## src/rtl/fetch_queue.sv

```systemverilog
// rtl/fetch_queue.sv - prefetch buffer between instruction memory and decode
// Credit-limited in-order fetch with redirect flush of buffered and in-flight fetches.
module fetch_queue #(
  parameter int PC_W     = 16,
  parameter int INSTR_W  = 16,
  parameter int DEPTH    = 4,
  parameter int PC_INC   = 1,
  parameter int RESET_PC = 0
) (
  input  logic               clk,
  input  logic               rst,
  input  logic [PC_W-1:0]    newPC,
  input  logic               jorb,
  input  logic               halt,
  output logic               imem_req,
  output logic [PC_W-1:0]    imem_addr,
  input  logic               imem_rvalid,
  input  logic [INSTR_W-1:0] imem_rdata,
  output logic [INSTR_W-1:0] instr,
  output logic [PC_W-1:0]    PC,
  output logic [PC_W-1:0]    PCPlus1,
  output logic               valid,
  input  logic               ready,
  output logic               idle
);
  localparam int AW = $clog2(DEPTH);
  localparam int CW = AW + 1;
  localparam logic [PC_W-1:0] LP_INC    = PC_W'(PC_INC);
  localparam logic [PC_W-1:0] LP_RST_PC = PC_W'(RESET_PC);
  localparam logic [CW:0]     LP_DEPTH  = (CW+1)'(DEPTH);

  logic [PC_W-1:0]    r_fetch_pc;
  logic [CW-1:0]      r_count;
  logic [CW-1:0]      r_outstanding;
  logic [CW-1:0]      r_discard;
  logic [AW-1:0]      r_head;
  logic [AW-1:0]      r_tail;
  logic [AW-1:0]      r_pq_rd;
  logic [AW-1:0]      r_pq_wr;
  logic [INSTR_W-1:0] r_instr_mem [DEPTH];
  logic [PC_W-1:0]    r_pc_mem    [DEPTH];
  logic [PC_W-1:0]    r_pq_mem    [DEPTH];
  logic               r_armed;

  logic        w_req;
  logic        w_resp;
  logic        w_drop;
  logic        w_push;
  logic        w_pop;
  logic [CW:0] w_credit;

  // Buffered plus in-flight never exceeds DEPTH, so neither FIFO can overflow.
  assign w_credit = {1'b0, r_count} + {1'b0, r_outstanding};
  assign w_req    = rst & ~halt & ~jorb & (w_credit < LP_DEPTH);
  assign w_resp   = imem_rvalid & (r_outstanding != '0);
  assign w_drop   = w_resp & (r_discard != '0);
  assign w_push   = w_resp & ~w_drop & ~jorb;
  assign w_pop    = (r_count != '0) & ready & ~jorb;

  assign imem_req  = w_req;
  assign imem_addr = r_fetch_pc;
  assign valid     = (r_count != '0);
  assign instr     = r_instr_mem[r_head];
  assign PC        = r_pc_mem[r_head];
  assign PCPlus1   = PC + LP_INC;
  assign idle      = halt & (r_count == '0) & (r_outstanding == '0);

  always_ff @(posedge clk or negedge rst) begin
    if (!rst) begin
      r_fetch_pc    <= LP_RST_PC;
      r_outstanding <= '0;
      r_discard     <= '0;
      r_pq_rd       <= '0;
      r_pq_wr       <= '0;
      r_armed       <= 1'b0;
    end else begin
      r_outstanding <= r_outstanding + CW'(w_req) - CW'(w_resp);
      if (w_req) begin
        r_pq_wr <= r_pq_wr + AW'(1);
        r_armed <= 1'b1;
      end
      if (w_resp) r_pq_rd <= r_pq_rd + AW'(1);
      // Every fetch still in flight after a redirect belongs to the old stream.
      if (jorb) begin
        r_fetch_pc <= newPC;
        r_discard  <= r_outstanding - CW'(w_resp);
      end else begin
        if (w_req)  r_fetch_pc <= r_fetch_pc + LP_INC;
        if (w_drop) r_discard  <= r_discard - CW'(1);
      end
    end
  end

  always_ff @(posedge clk) begin
    if (w_req) r_pq_mem[r_pq_wr] <= r_fetch_pc;
  end

  always_ff @(posedge clk or negedge rst) begin
    if (!rst) begin
      r_head  <= '0;
      r_tail  <= '0;
      r_count <= '0;
      for (int i = 0; i < DEPTH; i++) begin
        r_instr_mem[i] <= '0;
        r_pc_mem[i]    <= LP_RST_PC;
      end
    end else if (jorb) begin
      r_head  <= '0;
      r_tail  <= '0;
      r_count <= '0;
    end else begin
      if (w_push) begin
        r_instr_mem[r_tail] <= imem_rdata;
        r_pc_mem[r_tail]    <= r_pq_mem[r_pq_rd];
        r_tail              <= r_tail + AW'(1);
      end
      if (w_pop) r_head <= r_head + AW'(1);
      r_count <= r_count + CW'(w_push) - CW'(w_pop);
    end
  end

  // Late responses before the first post-reset request are tolerated and ignored.
  always @(posedge clk) begin
    if (rst && r_armed && imem_rvalid)
      assert (r_outstanding != '0);
  end
endmodule

```

## config.mk

```make
export PLATFORM = sky130hd
export DESIGN_NAME = fetch_queue
export DESIGN_NICKNAME = d
export VERILOG_FILES = /design/src/rtl/fetch_queue.sv
export SDC_FILE = /design/constraint.sdc
export NUM_CORES = 1
export LEC_CHECK = 0
export ABC_AREA = 1
export ABC_CLOCK_PERIOD_IN_PS = 2200
export CAP_MARGIN = 20
export CORE_MARGIN = 4
export CORE_UTILIZATION = 45
export DETAILED_ROUTE_END_ITERATION = 10
export PLACE_DENSITY_LB_ADDON = 0.3
export SLEW_MARGIN = 10
export SYNTH_ARGS = -nofsm -noshare
export SYNTH_HDL_FRONTEND = slang
export SYNTH_SLANG_ARGS = --single-unit
```

## constraint.sdc

```tcl
create_clock -name clk -period 2.2 [get_ports clk]
set_input_delay 0.55 -clock clk [delete_from_list [all_inputs] [get_ports clk]]
set_output_delay 0.55 -clock clk [all_outputs]
set_load 0.005 [all_outputs]
```

Yosys cells after proc, flatten, opt, wreduce, memory -nomap -nowiden
Memory sizes are Yosys's and may differ from the RTL's.
Cells that the tools add are included.
Widths: inputs -> output; s select.
{ "totals": {"reg_bits": 161, "latchBits": 0, "ram_bits": 64, "rom_bits": 0, "output_inout_bits": 67, "elab_cells": 82, "n_memories": 1} }
{ "op_classes": {"n_addsub": 13, "multipliers": 0, "div_mod_pow": 0, "n_lt_le_gt_ge": 4, "n_eq_ne": 0, "shifts": 0, "mux": 21, "bitwise_logic": 16, "reduce_logical": 11} }
{ "mem_list": {"columns": ["name", "depth", "width", "read_ports", "rd_clocked_by_memory_dff", "write_ports", "line", "text"], "rows": [
  ["r_pq_mem", 4, 16, 1, 0, 1, "42", "logic [PC_W-1:0] r_pq_mem [DEPTH];"]
]} }
{ "op_table": {"columns": ["op", "count"], "rows": [
  ["$bwmux 64", 2],
  ["$mux 16", 7],
  ["$bmux 16 s2", 2],
  ["$add 16x1->16 const B", 2],
  ["$demux 16 s2", 1],
  ["$and 1x1->1", 11],
  ["$mux 3", 3],
  ["$reduce_bool 3->1", 3],
  ["$sub 3x1->3", 3],
  ["$add 2x1->2 const B", 4],
  ["$mux 2", 4],
  ["$reduce_bool 2->1", 4],
  ["$add 3x1->3", 2],
  ["$ge 3x3->1 const B", 2],
  ["$logic_not 3->1", 2],
  ["$not 2->3", 2],
  ["$add 3x3->4", 1],
  ["$lt 4x3->1 const B", 1],
  ["$lt 3x1->1 const B", 1],
  ["$not 1->1", 3],
  ["$sub 3x1->3 const B", 1],
  ["$mux 1", 2],
  ["$reduce_and 2->1", 1],
  ["$logic_and 1x1->1", 1]
]} }

Logic depth before layout (Yosys ltp)
Gate-level depths: netlist of run 1.
{ "depth": {"word_depth": 9, "depth_mapped": 13, "depth_no_buf": 13} }

Worst setup path before layout of run 1
Ideal clock, no wire load.
{ "synth_timing": {"kind": "input to register", "from": "input port jorb", "to": "register r_count[2]", "arrival_ns": 2.460, "required_ns": 2.114, "path_slack_ns": -0.347, "cell_stages": 12, "n_path_buf": 3, "path_cell_list": "clkbuf_1 -> inv_1 -> nand4_2 -> buf_4 -> buf_2 -> ha_1 -> inv_1 -> ha_1 -> inv_1 -> fa_1 -> and3_1 -> nor3_1"} }
{ "synth_via": {"elab_chain_len": 5, "elab_cells_between_ends": 6} }
{ "synth_lines": {"columns": ["element", "line", "text"], "rows": [
  ["start, declared", "13", "input logic jorb,"],
  ["$not 1->1 (no line)", null, null],
  ["$and 1x1->1", "57", "assign w_push = w_resp & ~w_drop & ~jorb;"],
  ["$add 3x1->3", "118", "r_count <= r_count + CW'(w_push) - CW'(w_pop);"],
  ["$sub 3x1->3", "118", null],
  ["$mux 3 *", "107", "end else if (jorb) begin"],
  ["end signal, assigned", "118", null],
  ["end, declared", "33", "logic [CW-1:0] r_count;"]
]} }
Mark *: on every way between the ends. The rest lies on a longest branch, timed or not.
A chain may end at the register's enable or synchronous reset.

Worst setup path after layout of run 1
{ "layout_timing": {"from": "register r_head[0]", "to": "output port PCPlus1[6]"} }
{ "layout_via": {"elab_chain_len": 5} }
{ "layout_lines": {"columns": ["element", "line", "text"], "rows": [
  ["start, declared", "36", "logic [AW-1:0] r_head;"],
  ["start signal, assigned", "117", "if (w_pop) r_head <= r_head + AW'(1);"],
  ["$not 2->3 (not written as such)", "64", "assign PC = r_pc_mem[r_head];"],
  ["$bmux 16 s2", "64", null],
  ["$mux 16 (not written as such) (2 in a row)", "64", null],
  ["$add 16x1->16", "65", "assign PCPlus1 = PC + LP_INC;"],
  ["end, declared", "21", "output logic [PC_W-1:0] PCPlus1,"]
]} }
Every way passes these cells. The select of a mux whose other input is x is not followed.

==> impl_metrics.json, run 1 <==
{
  "status": "finished, violations left",
  "violations": "setup timing",
  "power_frac_comb": 0.487,
  "cp_data_arrival_time_ns": 2.38,
  "cts_num_sinks": 225,
  "cts_buffers": 25,
  "ioPinCount": 105,
  "wl_per_cell_um": 18.0,
  "synth_enable_flop_cells": 64,
  "path_cells": "buf_6 > clkinv_8 > buf_8 > nand2_4 > nand2_2 > nand2_2 > nand2_4 > ha_4 > nand3_4 > nor2_4 > buf_6 > xor2_1 > buf_2",
  "synth_area_leaders": "dfrtp_1 37%, edfxtp_1 18%, nand2_1 15%",
  "hold_violations": 0,
  "met2_usage": 0.403,
  "grt_first_pass_wirelength_um": 50900,
  "setup_tns_ns": -18.33,
  "rsz0062_at_grt": "true",
  "fin_nets": 1586,
  "p_int_w": 0.0122,
  "max_freq_mhz": 341,
  "skew_ns": 0.0129,
  "antenna_found_initial": 0,
  "clock_latency_ns": 0.52,
  "cpMaxStageDelayCell": "dfrtp_2",
  "cts-htree-levels": 1,
  "grtUsageTotal": 0.234,
  "hold_path_class": "in2async",
  "crit_path_max_incr_delay_ns": 0.41,
  "seq_area_frac_synth": 0.543,
  "post-route-period-util": 1.33,
  "yosysTopAreaCell": "dfrtp_1",
  "synthCells": 1305,
  "syn_nets": 1365,
  "p_seq_frac": 0.300,
  "cp.required_ns": 1.65,
  "use_met1": 0.307,
  "drv_slew": 0,
  "initial_core_util": 0.462,
  "whs_ns": 0.0989,
  "p_leak_nw": 7.41,
  "via_per_inst": 5.44,
  "stdcell_area_um2": 15900,
  "rows": 56,
  "preCtsSetupSlack_ns": -0.515,
  "synth_seq_cells": 225,
  "grt-busiest-layer": "met2",
  "grt_overflow": 0,
  "place_area_um2": 13000,
  "critPathTopFamily": "buffers and inverters",
  "grtUsageMet3": 0.0339,
  "worst_slack_ns": -0.732,
  "power_density_nw_per_um2": 1230,
  "max_slew_margin": 0.497,
  "path_max_fanout": 6,
  "routed_wirelength_um": 33600,
  "cts_tree": "done",
  "drtIter0Drc": 786,
  "ir_drop_uv": 617,
  "critPathBufInv": 5,
  "critical_path_class": "reg2out",
  "netlist_area_um2": 11000,
  "area_growth_pct": 44.9,
  "die-height_um": 164,
  "synth_cell_type_count": 32,
  "synth_ff_type": "dfrtp_1",
  "p_sw_w": 0.00735,
  "io_buffer_count": 104,
  "netSwitchingFraction": 0.376,
  "clock_power_share": 0.212,
  "fp.dieW_um": 164,
  "drive_above_1_share": 0.326,
  "cap_viol_max_count": 0,
  "first_pass_iters": 6,
  "dieArea_um2": 26900,
  "syn_area_per_cell_um2": 8.39,
  "cts-root-buf": "clkbuf_16",
  "synth_top_area_frac": 0.368,
  "clockBufferDepth": 3,
  "hpwl_um": 18800,
  "vias": 10100,
  "final.min_clock_period_ns": 2.93,
  "post-route-util": 0.670,
  "async_flop_share": 0.716,
  "core_area_um2": 23700,
  "finalSetupViolations": 59,
  "cts.clk_slew.worst_paths_ns": 0.06,
  "gp_congestion": 0.822,
  "tightest_slew_ns": 0.754,
  "cp-start-kind": "flip-flop",
  "grt_start_max_net_pins": 133,
  "route.detailed.drc": 0,
  "grt_pass1_vias": 9883,
  "ant_nets": 0,
  "crit_path_end_kind": "output port",
  "yosysWarnings": 0,
  "diodes": 0
}
-- timing repair --
action,4_1_cts,5_1_grt
resized for setup,438,212
buffers inserted,46,30
gates cloned,6,2
pin swaps,89,83
setup endpoints to repair,56,198
hold endpoints to repair,0,0
hold buffers,0,0
-- sequential cells by signal, indices dropped and copies added, names as in the netlist --
signal and cells:
imem_addr 16, r_pc_mem 64, r_tail 2, r_pq_rd 2, r_instr_mem 64, r_outstanding 3, r_pq_wr 2, r_count 3
r_discard 3, r_head 2, r_pq_mem 64
-- worst register-to-register path, stage by stage (launching register included) --
cell     delay (ns)
dfrtp_1        0.41
buf_6          0.13
ha_4           0.21
nor2_4         0.10
nand3_2        0.06
nor2_2         0.10
buf_4          0.12
buf_6          0.11
ha_4           0.12
inv_2          0.04
fa_2           0.39
xnor2_2        0.17
xor2_1         0.19
-- metrics by stage --
step                      total power, W  instances
after global routing              0.0206       1862
after global placement            0.0124       1754
final                             0.0195       1862
after floorplan                  0.00902       1305
after detailed placement          0.0126       1754
after CTS                         0.0182       1846
-- layer usage --
metal	vias to the layer above	wire length, µm	part of all wire
met4	0	926	0.028
met5	-	0	0
li1	4738	-	-
met1	4917	13600	0.40
met2	406	16900	0.50
met3	75	2170	0.065
-- cells in the mapped netlist (9+ instances only) --
cell type,count
xor2_1,14
edfxtp_1,64
nand2_1,452
inv_1,56
nand3_1,60
o211ai_1,9
dfrtp_1,161
clkbuf_1,35
o21ai_0,204
ha_1,20
o22ai_1,32
nor2_1,114
buf_2,21
-- final cells by class --
type | count | area, µm²
sequential | 225 | 5960
clock buffer | 32 | 672
fill | 1774 | 7810
multi-input combinational | 948 | 5690
tap | 319 | 399
inverter | 57 | 260
timing repair buffer | 269 | 2740
clock inverter | 12 | 138
-- worst paths after layout --
path                                        startpoint                     endpoint  slack (ns)  depth (start not counted)
max                              r_head[0]$_DFFE_PN0P_                   PCPlus1[6]       -0.73                         13
min                                                rst         r_count[0]$_DFF_PN0_         0.1                          2
max reg2reg                       r_count[2]$_DFF_PN0_   r_outstanding[2]$_DFF_PN0_       -0.04                         12
min reg2reg                r_instr_mem[21]$_DFFE_PN0P_  r_instr_mem[21]$_DFFE_PN0P_        0.50                          2
max in group asynchronous                          rst        r_head[0]$_DFFE_PN0P_        1.41                          2
min in group clk                                  jorb     imem_addr[8]$_DFFE_PN0P_        0.49                          3
-- kinds of logic (layout without fill, tap and decap cells) --
logic type                 after synthesis  count (layout)  share of synthesized area
and+or+nand+nor                        646             646                      0.235
DFF                                    225             225                      0.543
buffers and inverters                  132             370                     0.0520
adders and majority gates               22              22                     0.0265
AOI/OAI and AO/OA                      258             258                      0.125
xor gates and xnor gates                22              22                     0.0176
-- placed cells by master (no fill, tap or decap), drive strengths merged --
cell type,instances
and3,1
buf,199
clkdlybuf4s50,51
clkdlybuf4s15,7
o211ai,9
nor2,121
bufinv,3
inv,55
o21bai,4
a21oi,7
edfxtp,64
dlymetal6s2s,2
ha,20
fa,2
clkinv,8
a21o,1
a32oi,1
dfrtp,161
clkbuf,39
clkinvlp,3
dlygate4sd2,1
nand3,60
xor2,14
bufbuf,2
nand4,6
xnor2,8
o21ai,204
nor3,6
nand2,452
o22ai,32
-- power by group through the flow --
stage / Clock [W] / Combinational [W] / Sequential (W)
floorplan: 0 / 0.00338 / 0.00564
global placement: 0 / 0.00666 / 0.00573
detailed placement: 0 / 0.00681 / 0.00576
global route: 0.00440 / 0.0103 / 0.00596
CTS: 0.00419 / 0.00828 / 0.00574
finish: 0.00414 / 0.00952 / 0.00587
(Power assumes the default switching activity.)
==> run 2, diff against run 1 <==
--- a/config.mk
+++ b/config.mk
@@ -9,7 +9,9 @@
 export ABC_CLOCK_PERIOD_IN_PS = 2200
 export CAP_MARGIN = 20
 export CORE_MARGIN = 4
-export CORE_UTILIZATION = 45
+export CORE_UTILIZATION = 36
+export CTS_BUF_LIST = sky130_fd_sc_hd__clkbuf_2 sky130_fd_sc_hd__clkbuf_4 sky130_fd_sc_hd__clkbuf_8
+export CTS_CLUSTER_DIAMETER = 120
 export DETAILED_ROUTE_END_ITERATION = 10
 export PLACE_DENSITY_LB_ADDON = 0.3
 export SLEW_MARGIN = 10
==> impl_metrics.json, run 2 (same netlist as run 1, synthesis figures left out) <==
{
  "fp.dieW_um": 182,
  "crit_path_end_kind": "output port",
  "p_seq_frac": 0.306,
  "cts-htree-levels": 2,
  "routed_wirelength_um": 32900,
  "status": "finished, violations left",
  "core_area_um2": 29800,
  "cts-root-buf": "clkbuf_8",
  "antenna_found_initial": 0,
  "cts_tree": "done",
  "p_sw_w": 0.00738,
  "rr_startpoint": "r_outstanding[1]$_DFF_PN0_",
  "gp_congestion": 0.811,
  "grt_pass1_vias": 9944,
  "wl_per_cell_um": 16.7,
  "power_frac_comb": 0.491,
  "cts_num_sinks": 225,
  "grt_overflow": 0,
  "hold_violations": 0,
  "grtUsageMet3": 0.0357,
  "reg2reg_depth": 11,
  "dieArea_um2": 33300,
  "critical_path_class": "reg2out",
  "final.min_clock_period_ns": 2.88,
  "skew_ns": 0.0317,
  "place_area_um2": 13200,
  "grt_first_pass_wirelength_um": 51500,
  "tightest_slew_ns": 0.685,
  "ioPinCount": 105,
  "diodes": 0,
  "finalSetupViolations": 50,
  "rows": 63,
  "die-height_um": 182,
  "grtUsageTotal": 0.189,
  "use_met1": 0.249,
  "ant_nets": 0,
  "grt-busiest-layer": "met2",
  "io_buffer_count": 104,
  "r2r_slack_ns": 0.03,
  "total_power_w": 0.0192,
  "cts.clk_slew.worst_paths_ns": 0.06,
  "cp-start-kind": "flip-flop",
  "hold_path_class": "reg2reg",
  "top_regs": "r_instr_mem (64), r_pc_mem (64), r_pq_mem (64)",
  "cap_viol_max_count": 0,
  "path_max_fanout": 8,
  "p_int_w": 0.0118,
  "clock_latency_ns": 0.54,
  "rsz0062_at_grt": "true",
  "vias": 9983,
  "drv_slew": 0,
  "max_freq_mhz": 347,
  "post-route-util": 0.533,
  "cts_buffers": 41,
  "hpwl_um": 19700,
  "crit_end": "PCPlus1[8]",
  "route.detailed.drc": 0,
  "via_per_inst": 5.08,
  "p_leak_nw": 7.42,
  "worst_slack_ns": -0.680,
  "ir_drop_uv": 486,
  "area_growth_pct": 44.9,
  "drive_above_1_share": 0.351,
  "holdPathStages": 2,
  "fillers": 2664,
  "drtIter0Drc": 584,
  "netSwitchingFraction": 0.384,
  "first_pass_iters": 5,
  "initial_core_util": 0.368,
  "cp_data_arrival_time_ns": 2.33,
  "layout_commonest_cell": "nand2_1",
  "stdcell_area_um2": 15900,
  "preCtsSetupSlack_ns": -0.511,
  "max_slew_margin": 0.543,
  "layout_common_cells": "359 x nand2_1, 171 x o21ai_0, 146 x dfrtp_1",
  "clock_power_share": 0.203,
  "fin_nets": 1608,
  "setup_tns_ns": -18.27,
  "power_density_nw_per_um2": 1210,
  "met2_usage": 0.313,
  "post-route-period-util": 1.31,
  "violations": "setup timing",
  "clockBufferDepth": 3,
  "grt_start_max_net_pins": 120,
  "r2r_end": "r_outstanding[2]$_DFF_PN0_",
  "cp.required_ns": 1.65,
  "startpoint": "r_head[0]$_DFFE_PN0P_"
}
==> run 2: changes by cell type in the layout (fill, tap and decap cells not counted), sizes merged <==
cell	before	now
dlymetal6s2s	2	1
clkbuf	39	61
bufinv	3	1
buf	199	215
inv	55	56
dlygate4sd3	0	1
bufbuf	2	1
clkinvlp	3	2
clkinv	8	13
clkdlybuf4s15	7	0
==> run 2: through the flow <==
stage               std cells  hold slack [ns]
global route             1966            0.525
CTS                      1960            0.495
global placement         1843            0.474
floorplan                1305            0.254
detailed placement       1843            0.482
finish                   1966            0.498
==> run 2: power groups by stage <==
stage / combinational (W) / clock, W / sequential (W)
2_1_floorplan: 0.00338 / 0 / 0.00564
3_3_place_gp: 0.00694 / 0 / 0.00570
3_5_place_dp: 0.00704 / 0 / 0.00573
4_1_cts: 0.00849 / 0.00399 / 0.00573
5_1_grt: 0.0102 / 0.00421 / 0.00596
6_report: 0.00941 / 0.00390 / 0.00587
==> run 2: critical path, stage by stage (launching register included) <==
cell and delay, ns:
dfrtp_2 0.48, buf_12 0.17, buf_8 0.14, nand2_2 0.06
nand3_2 0.09, nand2_4 0.08, inv_4 0.08, nand3_4 0.10
buf_6 0.13, nor2_4 0.10, buf_6 0.10, xor2_1 0.12
buf_2 0.12
==> run 2: worst min-delay path by stage <==
stage | end | startpoint
2_1_floorplan | imem_addr[0]$_DFFE_PN0P_ | rst
5_1_grt | r_pc_mem[59]$_DFFE_PN0P_ | r_pc_mem[59]$_DFFE_PN0P_
4_1_cts | r_instr_mem[40]$_DFFE_PN0P_ | r_instr_mem[40]$_DFFE_PN0P_
3_5_place_dp | r_instr_mem[36]$_DFFE_PN0P_ | r_instr_mem[36]$_DFFE_PN0P_
3_3_place_gp | r_instr_mem[36]$_DFFE_PN0P_ | r_instr_mem[36]$_DFFE_PN0P_
6_report | r_instr_mem[2]$_DFFE_PN0P_ | r_instr_mem[2]$_DFFE_PN0P_
==> run 2: layer usage <==
layer | vias up | share of wire | wire (µm)
met5 | - | 0 | 0
met4 | 0 | 0.030 | 972
met3 | 68 | 0.056 | 1850
met2 | 278 | 0.48 | 15800
met1 | 4840 | 0.43 | 14300
li1 | 4797 | - | -
==> run 2: cell type report <==
| type | instances | area [µm²] | area share |
|---|---|---|---|
| tap | 390 | 488 | 0.0307 |
| clock inverter | 15 | 105 | 0.00662 |
| timing repair buffer | 275 | 2700 | 0.170 |
| sequential | 225 | 5970 | 0.376 |
| inverter | 57 | 249 | 0.0157 |
| multi-input combinational | 948 | 5660 | 0.357 |
| clock buffer | 56 | 696 | 0.0438 |
==> run 2: what timing repair did <==
item / 4_1_cts / 5_1_grt
endpoints found under the hold margin: 13 / 0
pin swaps: 83 / 82
setup buffers: 43 / 23
gates resized for setup: 453 / 236
hold buffers: 1 / 0
cloned: 6 / 2
endpoints found under the setup margin: 75 / 127
==> run 3, diff against run 2 <==
--- a/config.mk
+++ b/config.mk
@@ -7,13 +7,16 @@
 export LEC_CHECK = 0
 export ABC_AREA = 1
 export ABC_CLOCK_PERIOD_IN_PS = 2200
-export CAP_MARGIN = 20
+export CAP_MARGIN = 40
+export CELL_PAD_IN_SITES_DETAIL_PLACEMENT = 2
+export CELL_PAD_IN_SITES_GLOBAL_PLACEMENT = 2
 export CORE_MARGIN = 4
-export CORE_UTILIZATION = 36
+export CORE_UTILIZATION = 33
 export CTS_BUF_LIST = sky130_fd_sc_hd__clkbuf_2 sky130_fd_sc_hd__clkbuf_4 sky130_fd_sc_hd__clkbuf_8
 export CTS_CLUSTER_DIAMETER = 120
 export DETAILED_ROUTE_END_ITERATION = 10
 export PLACE_DENSITY_LB_ADDON = 0.3
+export SKIP_CTS_REPAIR_TIMING = 1
 export SLEW_MARGIN = 10
 export SYNTH_ARGS = -nofsm -noshare
 export SYNTH_HDL_FRONTEND = slang
==> impl_metrics.json, run 3 (same netlist as run 1, synthesis figures left out) <==
{
  "status": "finished, violations left",
  "violations": "setup timing",
  "skew_ns": 0.0320,
  "met2_usage": 0.392,
  "p_leak_nw": 7.46,
  "max_slew_margin": 0.340,
  "top_regs": "r_instr_mem (64), r_pc_mem (64), r_pq_mem (64)",
  "r2r_end": "r_pq_mem[3][8]$_DFFE_PP_",
  "via_per_inst": 5.19,
  "core_area_um2": 32600,
  "clock_latency_ns": 0.56,
  "total_power_w": 0.0196,
  "rows": 66,
  "route.detailed.drc": 0,
  "die-height_um": 190,
  "rr_startpoint": "r_outstanding[2]$_DFF_PN0_",
  "cts_tree": "done",
  "tightest_slew_ns": 0.991,
  "drv_slew": 0,
  "critical_path_class": "reg2out",
  "grt_overflow": 0,
  "cap_viol_max_count": 0,
  "wl_per_cell_um": 22.7,
  "r2r_slack_ns": -0.21,
  "reg2reg_depth": 12,
  "post-route-period-util": 1.40,
  "power_density_nw_per_um2": 1250,
  "io_buffer_count": 104,
  "vias": 10500,
  "use_met1": 0.269,
  "layout_common_cells": "381 x nand2_1, 195 x o21ai_0, 145 x dfrtp_1",
  "cp-start-kind": "flip-flop",
  "gp_congestion": 0.733,
  "ioPinCount": 105,
  "cts-htree-levels": 2,
  "grt_start_max_net_pins": 162,
  "first_pass_iters": 5,
  "grtUsageMet3": 0.0273,
  "area_growth_pct": 42.8,
  "fin_nets": 1608,
  "grtUsageTotal": 0.212,
  "diodes": 0,
  "setup_tns_ns": -39.11,
  "fillers": 3444,
  "ir_drop_uv": 977,
  "cp.required_ns": 1.65,
  "antenna_found_initial": 0,
  "dieArea_um2": 36200,
  "routed_wirelength_um": 45900,
  "worst_slack_ns": -0.871,
  "hold_violations": 0,
  "layout_commonest_cell": "nand2_1",
  "ant_nets": 0,
  "cts-root-buf": "clkbuf_8",
  "cp_data_arrival_time_ns": 2.52,
  "crit_path_end_kind": "output port",
  "path_max_fanout": 5,
  "cts.clk_slew.worst_paths_ns": 0.07,
  "grt_first_pass_wirelength_um": 61800,
  "grt_pass1_vias": 11200,
  "cts_num_sinks": 225,
  "max_freq_mhz": 326,
  "finalSetupViolations": 135,
  "fp.dieW_um": 190,
  "drtIter0Drc": 482,
  "drive_above_1_share": 0.297,
  "grt-busiest-layer": "met2",
  "cts_buffers": 43,
  "rsz0062_at_grt": "true",
  "clockBufferDepth": 3,
  "initial_core_util": 0.336,
  "hpwl_um": 25700,
  "final.min_clock_period_ns": 3.07,
  "hold_path_class": "in2async",
  "post-route-util": 0.479
}
[run 3: cell count changes in the layout (fill, tap and decap cells not counted), moves of 12 or more]
cell,delta
o21ai_0,+24
nor2_2,-16
nor2_1,+26
buf_6,-16
buf_2,-13
buf_4,+12
o21ai_2,-20
nand2_1,+22
nand2_4,-13
[run 3: worst max-delay path by stage]
stage	end	slack [ns]	startpoint	cells after the start
after floorplan	r_count[2]$_DFF_PN0_	-0.05	imem_rvalid	12
after global placement	PCPlus1[11]	-0.49	r_head[0]$_DFFE_PN0P_	11
after detailed placement	PCPlus1[11]	-0.55	r_head[0]$_DFFE_PN0P_	11
after CTS	PCPlus1[11]	-1.14	r_head[0]$_DFFE_PN0P_	11
after global routing	PCPlus1[12]	-0.97	r_head[0]$_DFFE_PN0P_	14
final	PCPlus1[12]	-0.87	r_head[0]$_DFFE_PN0P_	14
[run 3: power breakdown]
group,total [W],leakage [nW],internal (W),switching [W]
Combinational,0.00923,4.28,0.00409,0.00514
Clock,0.00447,0.492,0.00255,0.00192
Sequential,0.00587,2.69,0.00518,0.000688
[run 3: critical path, stage by stage (launching register included)]
cell and delay (ns):
dfrtp_2 0.54, buf_12 0.19, buf_12 0.12, nand2_4 0.05, nand2_2 0.08, nand2_2 0.07, nand2_4 0.08, ha_4 0.16
buf_4 0.11, nand2_2 0.07, nor2_4 0.16, nand3_2 0.10, nand2_1 0.09, nand2_1 0.06, clkbuf_2 0.11
[run 3: stage by stage]
step	std cells	setup WS, ns	instance area [µm²]	hold slack [ns]
final	2023	-0.871	15600	0.104
after global routing	2023	-0.973	15600	0.198
after CTS	1963	-1.14	14200	0.201
after detailed placement	1885	-0.554	13200	0.486
after global placement	1885	-0.488	13200	0.473
after floorplan	1305	-0.0531	11100	0.254
[run 3: final cells by class]
cell class	instances	area, µm²	area share
inverters	57	255	0.0163
flip-flops and latches	225	5970	0.382
repair buffers	273	2720	0.174
clock inverters	8	72.6	0.00464
well taps	442	553	0.0354
clock buffers	70	845	0.0540
multi-input cells	948	5210	0.334
[run 3: per-layer routing]
layer	vias to the layer above	wire (µm)
met4	0	1140
met1	5393	18600
li1	4793	-
met3	85	1590
met5	-	0
met2	226	24500
